==> config.mk <==
export PLATFORM = sky130hd
export DESIGN_NAME = watch_time_set_datapath
export DESIGN_NICKNAME = d
export VERILOG_FILES = /design/src/rtl/watch_pkg.sv /design/src/rtl/watch_mod_counter.sv /design/src/rtl/watch_time_set_datapath.sv
export SDC_FILE = /design/constraint.sdc
export NUM_CORES = 1
export LEC_CHECK = 0
export CAP_MARGIN = 20
export CORE_MARGIN = 1
export CORE_UTILIZATION = 50
export DETAILED_ROUTE_END_ITERATION = 12
export GPL_TIMING_DRIVEN = 0
export PLACE_DENSITY = 0.8
export SLEW_MARGIN = 40
export SYNTH_ARGS = -nofsm -noshare
export SYNTH_HDL_FRONTEND = slang
export SYNTH_SLANG_ARGS = --single-unit
export TNS_END_PERCENT = 10
==> constraint.sdc <==
create_clock -name clk -period 1.96 [get_ports clk]
set_input_delay 0.392 -clock clk [delete_from_list [all_inputs] [get_ports clk]]
set_output_delay 0.392 -clock clk [all_outputs]
set_load 0.02 [all_outputs]
==> src/rtl/watch_pkg.sv <==
// Shared definitions for the watch control FSM and the time/edit datapath:
// cursor encodings, digit limits and the packed time payload.
package watch_pkg;

  typedef enum logic [2:0] {
    CUR_IDLE = 3'd0,
    CUR_H10  = 3'd1,
    CUR_H1   = 3'd2,
    CUR_M10  = 3'd3,
    CUR_M1   = 3'd4
  } cursor_e;

  localparam logic [1:0] H10_MAX     = 2'd2;
  localparam logic [3:0] H1_MAX_LOW  = 4'd9;
  localparam logic [3:0] H1_MAX_HIGH = 4'd3;
  localparam logic [2:0] M10_MAX     = 3'd5;
  localparam logic [3:0] M1_MAX      = 4'd9;
  localparam logic [5:0] SEC_MAX     = 6'd59;

  typedef struct packed {
    logic [1:0] h10;
    logic [3:0] h1;
    logic [2:0] m10;
    logic [3:0] m1;
    logic [5:0] sec;
  } watch_time_t;

  // Hour-ones ceiling depends on the hour-tens digit (20-23 vs 00-19).
  function automatic logic [3:0] h1_max(input logic [1:0] h10);
    return (h10 == H10_MAX) ? H1_MAX_HIGH : H1_MAX_LOW;
  endfunction

endpackage

==> src/rtl/watch_mod_counter.sv <==
// Generic mod-N counter with synchronous clear, enable and a combinational
// terminal-count pulse (asserted on the enabled cycle that wraps to zero).
module watch_mod_counter #(
  parameter int unsigned N = 4
) (
  input  logic clk,
  input  logic reset,
  input  logic clear,
  input  logic en,
  output logic tc_c
);

  localparam int unsigned W = (N > 1) ? $clog2(N) : 1;

  logic [W-1:0] count_q;
  logic [W-1:0] count_d;

  always_comb begin
    count_d = count_q;
    tc_c    = en && !clear && (count_q == W'(N - 1));
    if (clear) begin
      count_d = '0;
    end else if (en) begin
      count_d = tc_c ? '0 : count_q + W'(1);
    end
  end

  always_ff @(posedge clk) begin
    if (reset) begin
      count_q <= '0;
    end else begin
      count_q <= count_d;
    end
  end

endmodule

==> src/rtl/watch_time_set_datapath.sv <==
// HH:MM:SS timekeeping with per-digit edit, seconds tick and blink mask
// generation for the display driver.
module watch_time_set_datapath #(
  parameter int unsigned TICK_DIV  = 100000000,
  parameter int unsigned BLINK_DIV = 50000000
) (
  input  logic       clk,
  input  logic       reset,
  input  logic [2:0] i_cursor,
  input  logic       i_blink_en,
  input  logic       i_btn_up,
  input  logic       i_btn_down,
  output logic [1:0] o_hour_10,
  output logic [3:0] o_hour_1,
  output logic [2:0] o_min_10,
  output logic [3:0] o_min_1,
  output logic [5:0] o_sec,
  output logic       o_sec_tick,
  output logic [3:0] o_digit_blank
);

  import watch_pkg::*;

  watch_time_t tm_q, tm_d;
  logic        blink_en_q;
  logic        phase_q, phase_d;
  logic        sec_tick_q, sec_tick_d;
  logic [3:0]  blank_q, blank_d;

  logic edit_exit;
  logic cur_valid;
  logic edit_ok;
  logic tick_c;
  logic blink_tc_c;

  assign edit_exit = blink_en_q && !i_blink_en;
  assign cur_valid = i_cursor inside {CUR_H10, CUR_H1, CUR_M10, CUR_M1};
  assign edit_ok   = i_blink_en && (i_btn_up ^ i_btn_down) && cur_valid;

  // Seconds prescaler: frozen in edit, restarted from zero on edit exit.
  watch_mod_counter #(.N(TICK_DIV)) u_prescaler (
    .clk   (clk),
    .reset (reset),
    .clear (edit_exit),
    .en    (!i_blink_en),
    .tc_c  (tick_c)
  );

  // Blink timer: restarted on every accepted edit so the new digit is seen.
  watch_mod_counter #(.N(BLINK_DIV)) u_blink_timer (
    .clk   (clk),
    .reset (reset),
    .clear (!i_blink_en || edit_ok),
    .en    (i_blink_en),
    .tc_c  (blink_tc_c)
  );

  always_comb begin
    tm_d       = tm_q;
    sec_tick_d = 1'b0;
    phase_d    = phase_q;
    blank_d    = 4'b0000;

    if (edit_exit) begin
      tm_d.sec = '0;
    end else if (tick_c) begin
      sec_tick_d = 1'b1;
      if (tm_q.sec != SEC_MAX) begin
        tm_d.sec = tm_q.sec + 6'd1;
      end else begin
        tm_d.sec = '0;
        if (tm_q.m1 != M1_MAX) begin
          tm_d.m1 = tm_q.m1 + 4'd1;
        end else begin
          tm_d.m1 = '0;
          if (tm_q.m10 != M10_MAX) begin
            tm_d.m10 = tm_q.m10 + 3'd1;
          end else begin
            tm_d.m10 = '0;
            if (tm_q.h1 != h1_max(tm_q.h10)) begin
              tm_d.h1 = tm_q.h1 + 4'd1;
            end else begin
              tm_d.h1  = '0;
              tm_d.h10 = (tm_q.h10 >= H10_MAX) ? 2'd0 : tm_q.h10 + 2'd1;
            end
          end
        end
      end
    end

    // Digit edits wrap within the digit; no carry or borrow between digits.
    if (edit_ok) begin
      case (i_cursor)
        CUR_H10: begin
          if (i_btn_up) tm_d.h10 = (tm_q.h10 >= H10_MAX) ? 2'd0 : tm_q.h10 + 2'd1;
          else          tm_d.h10 = (tm_q.h10 == 2'd0) ? H10_MAX : tm_q.h10 - 2'd1;
          if (tm_d.h10 == H10_MAX && tm_q.h1 > H1_MAX_HIGH) tm_d.h1 = H1_MAX_HIGH;
        end
        CUR_H1: begin
          if (i_btn_up) tm_d.h1 = (tm_q.h1 >= h1_max(tm_q.h10)) ? 4'd0 : tm_q.h1 + 4'd1;
          else          tm_d.h1 = (tm_q.h1 == 4'd0) ? h1_max(tm_q.h10) : tm_q.h1 - 4'd1;
        end
        CUR_M10: begin
          if (i_btn_up) tm_d.m10 = (tm_q.m10 >= M10_MAX) ? 3'd0 : tm_q.m10 + 3'd1;
          else          tm_d.m10 = (tm_q.m10 == 3'd0) ? M10_MAX : tm_q.m10 - 3'd1;
        end
        CUR_M1: begin
          if (i_btn_up) tm_d.m1 = (tm_q.m1 >= M1_MAX) ? 4'd0 : tm_q.m1 + 4'd1;
          else          tm_d.m1 = (tm_q.m1 == 4'd0) ? M1_MAX : tm_q.m1 - 4'd1;
        end
        default: ;
      endcase
    end

    if (!i_blink_en || edit_ok) begin
      phase_d = 1'b0;
    end else if (blink_tc_c) begin
      phase_d = !phase_q;
    end

    // Mask is derived from the next phase so it lines up with the new digits.
    if (i_blink_en && phase_d) begin
      case (i_cursor)
        CUR_H10: blank_d = 4'b1000;
        CUR_H1:  blank_d = 4'b0100;
        CUR_M10: blank_d = 4'b0010;
        CUR_M1:  blank_d = 4'b0001;
        default: blank_d = 4'b0000;
      endcase
    end
  end

  always_ff @(posedge clk) begin
    if (reset) begin
      tm_q       <= '0;
      blink_en_q <= 1'b0;
      phase_q    <= 1'b0;
      sec_tick_q <= 1'b0;
      blank_q    <= 4'b0000;
    end else begin
      tm_q       <= tm_d;
      blink_en_q <= i_blink_en;
      phase_q    <= phase_d;
      sec_tick_q <= sec_tick_d;
      blank_q    <= blank_d;
    end
  end

  assign o_hour_10     = tm_q.h10;
  assign o_hour_1      = tm_q.h1;
  assign o_min_10      = tm_q.m10;
  assign o_min_1       = tm_q.m1;
  assign o_sec         = tm_q.sec;
  assign o_sec_tick    = sec_tick_q;
  assign o_digit_blank = blank_q;

endmodule

==> impl_metrics.py <==
metrics = {
    "critical_path": {
        "cp.required_ns": 2.21,
        "worst_setup_path_start_kind": "register",
        "r2r_slack_ns": -0.10,
        "crit_buf_inv": 2,
        "critPathArrivalTime_ns": 2.31,
        "slowest_delay_ns": 0.43,
        "endpoint_kind": "register",
        "slowest_stage": "a211oi_1",
        "worstSetupPathType": "register to register",
        "critPathTopFamily": "compound AO/OA/AOI/OAI gates",
        "worstPathMaxFanout": 4,
        "cp_cell_sequence": "inv_4 -> ha_4 -> buf_4 -> or3_1 -> a211oi_1 -> o21ai_0 -> nand2_1 -> o31ai_2",
    },
    "synthesis": {
        "synth-simple-area-share_pct": 30.0,
        "ys_ff_latch": 79,
        "synth_ff_type": "dfxtp_1",
        "syn_nets": 555,
        "yosys-top-cells-area": "dfxtp_1, xnor2_1, nor2_1, ha_1, xor2_1",
        "async_reset_ff_share_pct": 0,
        "synthCells": 530,
        "synth_xor_xnor_area_share_pct": 11.5,
        "seq_area_frac_synth_pct": 35.9,
        "netlist_area_um2": 4400,
        "yosys_warnings": 0,
        "synth_edf_count": 0,
        "synth_largest_area_cell": "dfxtp_1",
        "synthAdderAreaFrac_pct": 4.83,
        "synth_compound_area_share_pct": 11.4,
        "synthMuxAreaShare_pct": 1.85,
        "synthDistinctLibCells": 60,
        "avgSynthCellArea_um2": 8.31,
        "yosysTopAreaCellShare_pct": 35.9,
        "synth_top_family_by_area": "simple AND/OR/NAND/NOR gates",
    },
    "placed_design": {
        "io_buffers": 31,
        "routabilityCongestion": 0.870,
        "dp_slack_ns": -0.869,
        "dpl_cell_area_um2": 4900,
        "placedCellCount": 666,
        "dp_hpwl_um": 7090,
    },
    "routing": {
        "viasPerCell": 5.75,
        "first_iter_violations": 223,
        "vias": 4022,
        "wl_per_cell_um": 15.1,
        "firstDrtPassIters": 5,
        "drtAntennaViolNets": 0,
        "drt_wl_total_um": 10600,
        "drc_errors": 0,
    },
    "timing": {
        "timing.fmax_mhz": 485,
        "finalClockSkew_ns": 0.0171,
        "worstMarginPinSlew_ns": 0.540,
        "hold_ws_ns": 0.450,
        "rsz0062_at_grt": "yes",
        "period_minus_slack_ns": 2.06,
        "setup_ws_ns": -0.100,
        "setup_viol": 9,
        "finalHoldViolations": 0,
        "post-route-period-util_pct": 105,
        "drv_slew": 0,
        "slew_headroom_pct": 64.0,
    },
    "cells_and_area": {
        "final_nets": 615,
        "num_antenna_cells": 0,
        "area_growth_pct": 22.7,
        "final_common_cell": "nor2_1",
        "design_area_um2": 5400,
        "regArea_um2": 1610,
        "drive_above_1_share_pct": 17.1,
        "final.fill_count": 683,
        "multi_input_area_um2": 2830,
        "layoutNonFillerInstCount": 700,
        "layout_common_cells": "nor2_1, dfxtp_1, xnor2_1",
    },
    "global_routing": {
        "grt_max_degree": 15,
        "track_usage_pct": 23.1,
        "grt_pass1_vias": 3722,
        "grt_antenna_before_repair": 0,
        "grt_overflow": 0,
        "grt_pass1_wl_um": 16800,
    },
    "floorplanning": {
        "ios": 32,
        "die-height_um": 95.8,
        "dieArea_um2": 9180,
        "initial_core_util_pct": 52.5,
        "core_um2": 8380,
        "row_count": 33,
        "dieWidth_um": 95.8,
    },
    "power": {
        "power_mw": 2.99,
        "p_per_area_nw_per_um2": 553,
        "ir_drop_mv": 0.328,
        "leakage_nw": 1.91,
    },
    "cts": {
        "cts_sinks": 79,
        "clock_path_buffers": 2,
        "cts-htree-levels": 3,
        "cts_root_buf": "clkbuf_8",
        "cts_buffers": 9,
        "cts_tree": "yes",
        "clk-insertion-delay-late_ns": 0.36,
        "clkTransAtPathRegs_ns": 0.09,
        "cts_hold_buf": 0,
    },
    "worst_hold_path": {
        "hp-class": "register to register",
    },
    "run_status": {
        "outcome": "finished, violations left",
        "violations": "negative setup slack",
    },
    "run": {
        "drv_cap": 0,
    },
}
[report_power, final]
group | total [mW] | leakage [nW] | internal, mW | switching, mW
Clock | 1.14 | 0.0943 | 0.507 | 0.631
Combinational | 0.223 | 1.17 | 0.0893 | 0.133
Sequential | 1.63 | 0.646 | 1.61 | 0.0159
[cell usage after synthesis (all sizes together) (15+ instances only)]
library cell / number
a21oi: 19
dfxtp: 79
ha: 17
inv: 28
nand2: 29
nand3: 27
nand4: 17
nor2: 86
nor3: 15
o21ai: 18
xnor2: 41
xor2: 17
[path summary, 6_finish.rpt]
check / from / to / cells past startpoint
hold reg to reg: u_blink_timer.count_q[0]$_SDFFE_PP0P_ / u_blink_timer.count_q[0]$_SDFFE_PP0P_ / 1
hold / removal: u_blink_timer.count_q[0]$_SDFFE_PP0P_ / u_blink_timer.count_q[0]$_SDFFE_PP0P_ / 1
setup reg to reg: o_hour_10[0]$_SDFF_PP0_ / o_hour_1[3]$_SDFF_PP0_ / 8
setup / recovery: o_hour_10[0]$_SDFF_PP0_ / o_hour_1[3]$_SDFF_PP0_ / 8
[state kept, by name (all words and copies together) (netlist names)]
name                   cells
o_hour_1                   4
o_min_1                    4
blink_en_q                 1
o_sec                      6
o_sec_tick                 1
o_min_10                   3
u_prescaler.count_q       27
o_digit_blank              4
u_blink_timer.count_q     26
o_hour_10                  2
phase_q                    1
[logic make-up (layout without fill, tap and decap cells)]
| kind of cell | count (synthesis) | count (layout) |
|---|---|---|
| XOR/XNOR | 58 | 58 |
| AO/OA/AOI/OAI | 76 | 76 |
| adder cells (fa/ha/maj) | 17 | 17 |
| flip-flops | 79 | 79 |
| buffers and inverters | 45 | 110 |
| AND/OR/NAND/NOR | 247 | 247 |
| multiplexers | 8 | 8 |
[metal layers]
layer  wire length (µm)  track usage [%]  vias to the layer above
met2               5390             40.5                       96
li1                   -                -                     1994
met3                436             4.27                       17
met5                  0                0                        -
met4                160             8.83                        0
met1               4600             27.9                     1915
[final cells by class]
cell class | count | share of cell area, %
clock inverter | 5 | 0.741
sequential | 79 | 29.8
multi-input combinational | 406 | 52.4
inverter | 28 | 1.99
buffer | 17 | 1.81
timing repair buffer | 49 | 8.22
tap | 105 | 2.43
clock buffer | 11 | 2.62
[metrics by stage]
stage	TNS [ns]	utilization, %
floorplan	-0.0117	-
global placement	-53.66	58.4
detailed placement	-55.81	58.4
CTS	-0.231	62.5
global route	-3.01	64.5
finish	-0.311	64.5
[what timing repair did]
| item | 4_1_cts | 5_1_grt |
|---|---|---|
| gates cloned | 0 | 0 |
| setup endpoints to repair | 76 | 64 |
| pin swaps | 9 | 10 |
| gates resized for setup | 21 | 27 |
| setup buffers | 10 | 8 |
Power figures use the tool's default switching activity.
